## config.mk

```make
export PLATFORM = sky130hd
export DESIGN_NAME = led_color_mixxer
export DESIGN_NICKNAME = d
export VERILOG_FILES = /design/src/rtl/led_color_pkg.sv /design/src/rtl/led_ramp_scale.sv /design/src/rtl/led_color_mixxer.sv
export SDC_FILE = /design/constraint.sdc
export NUM_CORES = 1
export LEC_CHECK = 0
export BUFFER_PORTS_ARGS = -buffer_cell sky130_fd_sc_hd__buf_2
export CAP_MARGIN = 10
export CORE_MARGIN = 2
export CORE_UTILIZATION = 40
export DETAILED_ROUTE_END_ITERATION = 8
export MAX_ROUTING_LAYER = met4
export PLACE_DENSITY_LB_ADDON = 0.08
export SETUP_SLACK_MARGIN = 0.4
export SYNTH_ARGS = -nofsm -noshare
export SYNTH_HDL_FRONTEND = slang
export SYNTH_SLANG_ARGS = --single-unit
export TNS_END_PERCENT = 20
```

## constraint.sdc

```tcl
create_clock -name clock -period 1.25 [get_ports clock]
set_clock_uncertainty 0.15 [all_clocks]
set_input_delay 0.25 -clock clock [delete_from_list [all_inputs] [get_ports clock]]
set_output_delay 0.25 -clock clock [all_outputs]
set_load 0.005 [all_outputs]
```

## src/rtl/led_color_pkg.sv

```systemverilog
// led_color_pkg: colour constants and byte packing shared by the LED colour mixer.
// Byte order is selected by LED_COLOR_MIXXER_GRB_EN ({G,R,B} when defined, {R,G,B} otherwise).
package led_color_pkg;

    localparam logic [23:0] BLACK      = 24'h000000;
    localparam logic [23:0] GREEN      = 24'h00FF00;
    localparam logic [23:0] YELLOW     = 24'hFFFF00;
    localparam logic [23:0] RED        = 24'hFF0000;
    localparam logic [7:0]  FULL_SCALE = 8'hFF;

    // Places the three channels in the output byte order of this build.
    function automatic logic [23:0] pack_color(
        input logic [7:0] r,
        input logic [7:0] g,
        input logic [7:0] b
    );
`ifdef LED_COLOR_MIXXER_GRB_EN
        return {g, r, b};
`else
        return {r, g, b};
`endif
    endfunction

endpackage

```

## src/rtl/led_ramp_scale.sv

```systemverilog
// led_ramp_scale: combinational floor(num*255/den) for an N-bit ramp position.
module led_ramp_scale
    import led_color_pkg::*;
#(
    parameter int N = 8
) (
    input  logic [N-1:0] i_num,
    input  logic [N-1:0] i_den,
    output logic [7:0]   o_q
);

    logic [N+7:0] w_prod;
    logic [N+7:0] w_quot;

    // num*255 as (num<<8)-num keeps the full N+8-bit product before dividing.
    assign w_prod = {i_num, 8'h00} - {8'h00, i_num};

    // A zero denominator only occurs when the caller has selected another branch.
    assign w_quot = (i_den == '0) ? '0 : w_prod / {8'h00, i_den};

    // Callers keep num < den so the quotient fits a channel; saturate just in case.
    assign o_q = (|w_quot[N+7:8]) ? FULL_SCALE : w_quot[7:0];

endmodule

```

## src/rtl/led_color_mixxer.sv

```systemverilog
// led_color_mixxer: maps a position to a green->yellow->red colour, registered once.
// Output byte order: {G,R,B} with LED_COLOR_MIXXER_GRB_EN defined, {R,G,B} otherwise.
module led_color_mixxer
    import led_color_pkg::*;
#(
    parameter int N = 8
) (
    input  logic         clock,
    input  logic         reset,
    input  logic [N-1:0] contador,
    input  logic [N-1:0] mid_idx,
    input  logic [N-1:0] max_idx,
    output logic [23:0]  cor_led
);

    logic [N-1:0] w_up_num;
    logic [N-1:0] w_up_den;
    logic [7:0]   w_green_rise;
    logic [7:0]   w_green_drop;
    logic         w_is_red;
    logic         w_is_green_ramp;
    logic [23:0]  w_rgb;
    logic [23:0]  r_cor;

    // Position and span within the yellow-to-red segment.
    assign w_up_num = contador - mid_idx;
    assign w_up_den = max_idx - mid_idx;

    // Red channel rising from 0 to full scale below the yellow point.
    led_ramp_scale #(.N(N)) u_green_ramp (
        .i_num (contador),
        .i_den (mid_idx),
        .o_q   (w_green_rise)
    );

    // Amount removed from green between the yellow point and full red.
    led_ramp_scale #(.N(N)) u_red_ramp (
        .i_num (w_up_num),
        .i_den (w_up_den),
        .o_q   (w_green_drop)
    );

    // Red wins first, so the ramps only see non-zero denominators when selected.
    assign w_is_red        = contador >= max_idx;
    assign w_is_green_ramp = contador < mid_idx;
    assign w_rgb = w_is_red        ? RED :
                   w_is_green_ramp ? (GREEN | {w_green_rise, 16'h0000}) :
                                     (YELLOW - {8'h00, w_green_drop, 8'h00});

    // Single output register; reset forces black without needing a clock edge.
    always_ff @(posedge clock or posedge reset) begin
        if (reset)
            r_cor <= BLACK;
        else
            r_cor <= pack_color(w_rgb[23:16], w_rgb[15:8], w_rgb[7:0]);
    end

    assign cor_led = r_cor;

endmodule

```

# ---- After elaboration in Yosys (flattened, before gate mapping)
# Index checks and enable logic that the tools add are counted.
dict set report op_classes {
  mux 6
  n_reduce_logical 4
  div 2
  addsub 5
  n_lt_le_gt_ge 2
}
# op count
set ops {}
lappend ops {{2-to-1 mux 24 bit} 2}
lappend ops {{divider 16 x 8 -> 16 bit} 2}
lappend ops {{2-to-1 mux 16 bit} 2}
lappend ops {{subtractor 16 x 8 -> 16 bit} 2}
lappend ops {{subtractor 9 x 17 -> 18 bit, first input constant} 1}
lappend ops {{logical NOT 8 bit} 2}
lappend ops {{2-to-1 mux 8 bit} 2}
lappend ops {{OR reduction 8 bit} 2}
lappend ops {{subtractor 8 bit} 2}
lappend ops {{>= comparator 8 bit} 1}
lappend ops {{< comparator 8 bit} 1}
dict set report word_totals {
  regBits 24
  elab_cells 20
  output_inout_bits 24
  input_bits 26
}

# ---- Logic depth before layout (Yosys ltp)
dict set report depth {
  ltp_word 9
  ltp_mapped 170
  mapped_depth_nobuf 163
}

# ---- Hierarchy
# From an unflattened synthesis, not the netlist that was laid out.
dict set report unflattened {
  cells_unflattened 1809
  hier_area_um2 13491.7
}
# mod area_per_inst_um2 seq_area_each_um2 cells_each n_inst
set modules_own_cells {}
lappend modules_own_cells {{led_ramp_scale (u_green_ramp)} 6044.5 0.0 842 1}
lappend modules_own_cells {{led_ramp_scale (u_red_ramp)} 6008.3 0.0 809 1}
lappend modules_own_cells {led_color_mixxer 1438.9 400.4 158 1}

# ---- Worst setup path after synthesis
# No wires, ideal clock.
dict set report synth_timing {
  path_type {input to register}
  start {input mid_idx[1]}
  end {register r_cor[8], in the netlist cor_led[8]}
  setup_ns 0.078
  arrival_time_ns 31.502
  path_slack_ns -30.480
  cell_stages 162
  required_time_ns 1.022
  path_buffers 7
  cell_sequence {inv_1 -> fa_1 -> a211oi_2 -> nor2_1 -> a311oi_2 -> o31ai_1 -> nor2_1 -> and2_1 -> nand2_1 -> a22oi_1 -> ha_1 -> nor3_1 -> a221o_1 -> nand2_1 -> nor3_1 -> nor2_1 -> ha_1 -> o21a_1 -> [126 not listed] -> nand2_1 -> nand2b_1 -> nor4b_4 -> nand2_4 -> mux2_4 -> ha_1 -> nor2b_1 -> o21ai_0 -> nand2b_1 -> a21oi_1 -> nor2b_1 -> o21ai_0 -> nand2b_1 -> a211oi_1 -> nand2_1 -> a31oi_1 -> a41oi_1 -> a21oi_1}
}
dict set report synth_between {
  elab_chain_cells 9
  elab_cells_between_ends 12
  cone_classes {add/sub: 4; div: 1; order compare: 1; mux: 4; reduce/logical: 2}
}
# item line_no
set synth_rtl {}
lappend synth_rtl {{start, declared} led_color_mixxer.sv:11} ;# input logic [N-1:0] mid_idx,
lappend synth_rtl {{subtractor 8 bit} led_color_mixxer.sv:26} ;# assign w_up_num = contador - mid_idx;
lappend synth_rtl {{subtractor 16 x 8 -> 16 bit} led_ramp_scale.sv:16} ;# assign w_prod = {i_num, 8'h00} - {8'h00, i_num};
lappend synth_rtl {{divider 16 x 8 -> 16 bit} led_ramp_scale.sv:19} ;# assign w_quot = (i_den == '0) ? '0 : w_prod / {8'h00, i_den};
lappend synth_rtl {{2-to-1 mux 16 bit} led_ramp_scale.sv:19}
lappend synth_rtl {{OR reduction 8 bit} led_ramp_scale.sv:22} ;# assign o_q = (|w_quot[N+7:8]) ? FULL_SCALE : w_quot[7:0];
lappend synth_rtl {{2-to-1 mux 8 bit} led_ramp_scale.sv:22}
lappend synth_rtl {{subtractor 9 x 17 -> 18 bit} led_color_mixxer.sv:48} ;# (YELLOW - {8'h00, w_green_drop, 8'h00});
lappend synth_rtl {{2-to-1 mux 24 bit (*)} led_color_mixxer.sv:47} ;# w_is_green_ramp ? (GREEN | {w_green_rise, 16'h0000}) :
lappend synth_rtl {{2-to-1 mux 24 bit (*)} led_color_mixxer.sv:46} ;# assign w_rgb = w_is_red ? RED :
lappend synth_rtl {{via w_rgb[8]} led_color_mixxer.sv:22} ;# logic [23:0] w_rgb;
lappend synth_rtl {{end signal, assigned} led_color_mixxer.sv:55} ;# r_cor <= pack_color(w_rgb[23:16], w_rgb[15:8], w_rgb[7:0]);
lappend synth_rtl {{end, declared} led_color_mixxer.sv:23} ;# logic [23:0] r_cor;
# Mark *: on every way through the listed nets, which the timed path passes. The rest lies on a longest branch.

# ---- Worst setup path in the final report
# Same ends and word-level chain as after synthesis.

==> flow_metrics.env <==
export IMPL_yosysMostFrequentCell="ha_1"
export IMPL_synth_seq_cells=16
export IMPL_numCtsBuffers=3
export IMPL_hold_class="input pin to async pin"
export IMPL_drt_iter0_drc=960
export IMPL_critPathMostFrequentCell="buf_4"
export IMPL_netlist_instances=1748
export IMPL_clk_pin_slew_ns=0.07
export IMPL_hold_ws_ns=-0.1392
export IMPL_place_hpwl_mm=38.99
export IMPL_worst_slack_ns=-28.31
export IMPL_post_route_min_period_ns=29.56
export IMPL_drive_above_1_share=0.5477
export IMPL_die_w_um=184.1
export IMPL_grtUsageTotal=0.3407
export IMPL_io_buffers=41
export IMPL_via_count=18870
export IMPL_yosys_most_used_dff="dfrtp_1"
export IMPL_synth_xor_area_frac=0.04863
export IMPL_rsz0062_at_grt="true"
export IMPL_design_core_area_um2=31720
export IMPL_post_route_drc_count=0
export IMPL_worst_pin_slew_ns=0.7235
export IMPL_die_y_um=184.1
export IMPL_start_util=0.4089
export IMPL_synth_warning_count=0
export IMPL_avgSynthCellArea_um2=7.419
export IMPL_fin_cells=3315
export IMPL_yosys_area_top_type="ha_1"
export IMPL_worstSetupPathType="input pin to flop"
export IMPL_clock_root_buffer="clkbuf_16"
export IMPL_netlist_area_um2=12970
export IMPL_h_tree_depth=1
export IMPL_final_antenna_net_count=0
export IMPL_grt_pass1_vias=19110
export IMPL_min_period_over_period=23.65
export IMPL_max_freq_ghz=0.03383
export IMPL_antenna_found_initial=1
export IMPL_cts_tree="done"
export IMPL_area_delta_synth_final_pct=89.53
export IMPL_max_cap_violations=0
export IMPL_placed_cells=2937
export IMPL_status="finished with violations"
export IMPL_grt_max_degree=17
export IMPL_violations="negative hold slack, negative setup slack"
export IMPL_setup_violations=16
export IMPL_cp_end_kind="flop"
export IMPL_rows=65
export IMPL_cpPeakStageDelay_ns=0.48
export IMPL_gp_congestion=0.9335
export IMPL_worst_setup_path_start_kind="input pin"
export IMPL_utilization=0.7750
export IMPL_cp_data_required_time_ns=1.27
export IMPL_synth_seq_area_share=0.03087
export IMPL_synth_cell_types=119
export IMPL_hold_violations=16
export IMPL_slew_headroom=0.5166
export IMPL_route_final_wire_length_mm=60.63
export IMPL_finalMaxSlewViolations=0
export IMPL_largest_reg_flops=16
export IMPL_synth_simple_area_share=0.2610
export IMPL_worstPathMaxFanout=10
export IMPL_nNetsFinal=3172
export IMPL_synthMuxAreaShare=0.06802
export IMPL_synthTopCellsByArea="ha_1, o21a_1, nor3_1"
export IMPL_die_area_um2=33880
export IMPL_pin_count=50
export IMPL_first_pass_iters=6
export IMPL_cts_sinks=16
export IMPL_grt_pass1_wl_mm=92.26
export IMPL_synthArstFlopShare=1.000
export IMPL_synthDominantCellAreaShare=0.2229
export IMPL_cp_arrival_ns=29.57
export IMPL_cp_slowest_cell="fa_2"
export IMPL_synth_compound_area_frac=0.3314
export IMPL_synth_edf_count=0
export IMPL_via_per_inst=5.691
export IMPL_post_drt_wl_per_cell_um=18.29
export IMPL_fin_tns_setup_ns=-310.21
export IMPL_synth_adder_area_share=0.2268
export IMPL_max_clock_path_buffers=2
export IMPL_synth_common_cells="ha_1, nand2_1, nor2_1"
export IMPL_synth_top_family_by_area="compound AO/OA/AOI/OAI gates"
export IMPL_overflow=0
==> how the worst max path moves through the flow <==
stage / depth (start not counted) / from / to
finish: 176 / mid_idx[1] / cor_led[8]
global route: 160 / mid_idx[1] / cor_led[8]
CTS: 159 / contador[0] / cor_led[8]
detailed placement: 158 / contador[0] / cor_led[8]
global placement: 158 / mid_idx[1] / cor_led[8]
floorplan: 163 / mid_idx[1] / cor_led[8]
==> layout make-up <==
cell class              count  area [um2]
diodes                      1       2.502
clock buffers               4       88.84
fillers                  2173        7138
inverters                  65       259.0
multi-input cells        1641       14150
flip-flops and latches     16       400.4
well taps                 402       503.0
repair buffers           1186        9176
==> metrics by stage <==
stage          hold WS [ns]  area (um2)  setup WS, ns
2_1_floorplan       0.01374       13660        -27.96
3_3_place_gp         0.1234       19910        -27.21
3_5_place_dp         0.1391       19910        -27.95
4_1_cts             -0.1304       23380        -26.60
5_1_grt             -0.1252       24580        -29.58
6_report            -0.1392       24580        -28.31
==> cell usage in the layout, fill, tap and decap left out, types with 17 or more instances in the layout <==
cell / Yosys / layout
nand3_1: 35 / 31
o21ai_2: 5 / 18
ha_4: 0 / 39
a21oi_2: 3 / 33
mux2i_1: 20 / 17
a21oi_1: 100 / 61
nand2_1: 153 / 133
ha_1: 231 / 191
nor2b_1: 29 / 24
nand2b_1: 36 / 31
buf_4: 9 / 1070
o21ai_0: 83 / 52
mux2_2: 42 / 30
inv_1: 64 / 58
o21ai_1: 10 / 23
mux2_4: 10 / 22
a21o_1: 38 / 38
buf_6: 3 / 74
xnor2_1: 47 / 45
nor2_1: 153 / 128
o211ai_1: 25 / 25
o21a_1: 113 / 106
o31ai_1: 40 / 28
nor3_1: 118 / 107
xor2_1: 25 / 25
buf_2: 3 / 33
==> critical path: cells and delay by family <==
| kind | cells | cell delay, ns |
|---|---|---|
| compound gates | 65 | 10.83 |
| fa+ha+maj | 14 | 4.10 |
| buf+inv | 53 | 6.61 |
| mux | 9 | 2.53 |
| simple gates | 35 | 5.15 |
==> cells by family (layout without fill, tap and decap cells) <==
| group | Yosys count | count (layout) |
|---|---|---|
| flip-flops | 16 | 16 |
| AO/OA/AOI/OAI | 590 | 590 |
| buffers and inverters | 98 | 1255 |
| XOR/XNOR | 72 | 72 |
| adder cells (fa/ha/maj) | 234 | 234 |
| multiplexers | 75 | 75 |
| AND/OR/NAND/NOR | 662 | 662 |
| other | 1 | 9 |
==> per-layer routing <==
layer | track usage | share of wire
met1 | 0.3626 | 0.38
met2 | 0.6228 | 0.50
met3 | 0.04140 | 0.052
met4 | 0.1674 | 0.061
met5 | - | 0
==> timing repair <==
item                                    CTS  global route
endpoints found under the setup margin   32            32
cloned                                    0             0
pin swaps                               224           140
endpoints found under the hold margin    16            16
buffers inserted                        300            73
gates resized for setup                 237           130
Power is left out: the tool's default activity adds up to more than one toggle a clock period on the data nets, which glitch-free logic cannot reach.
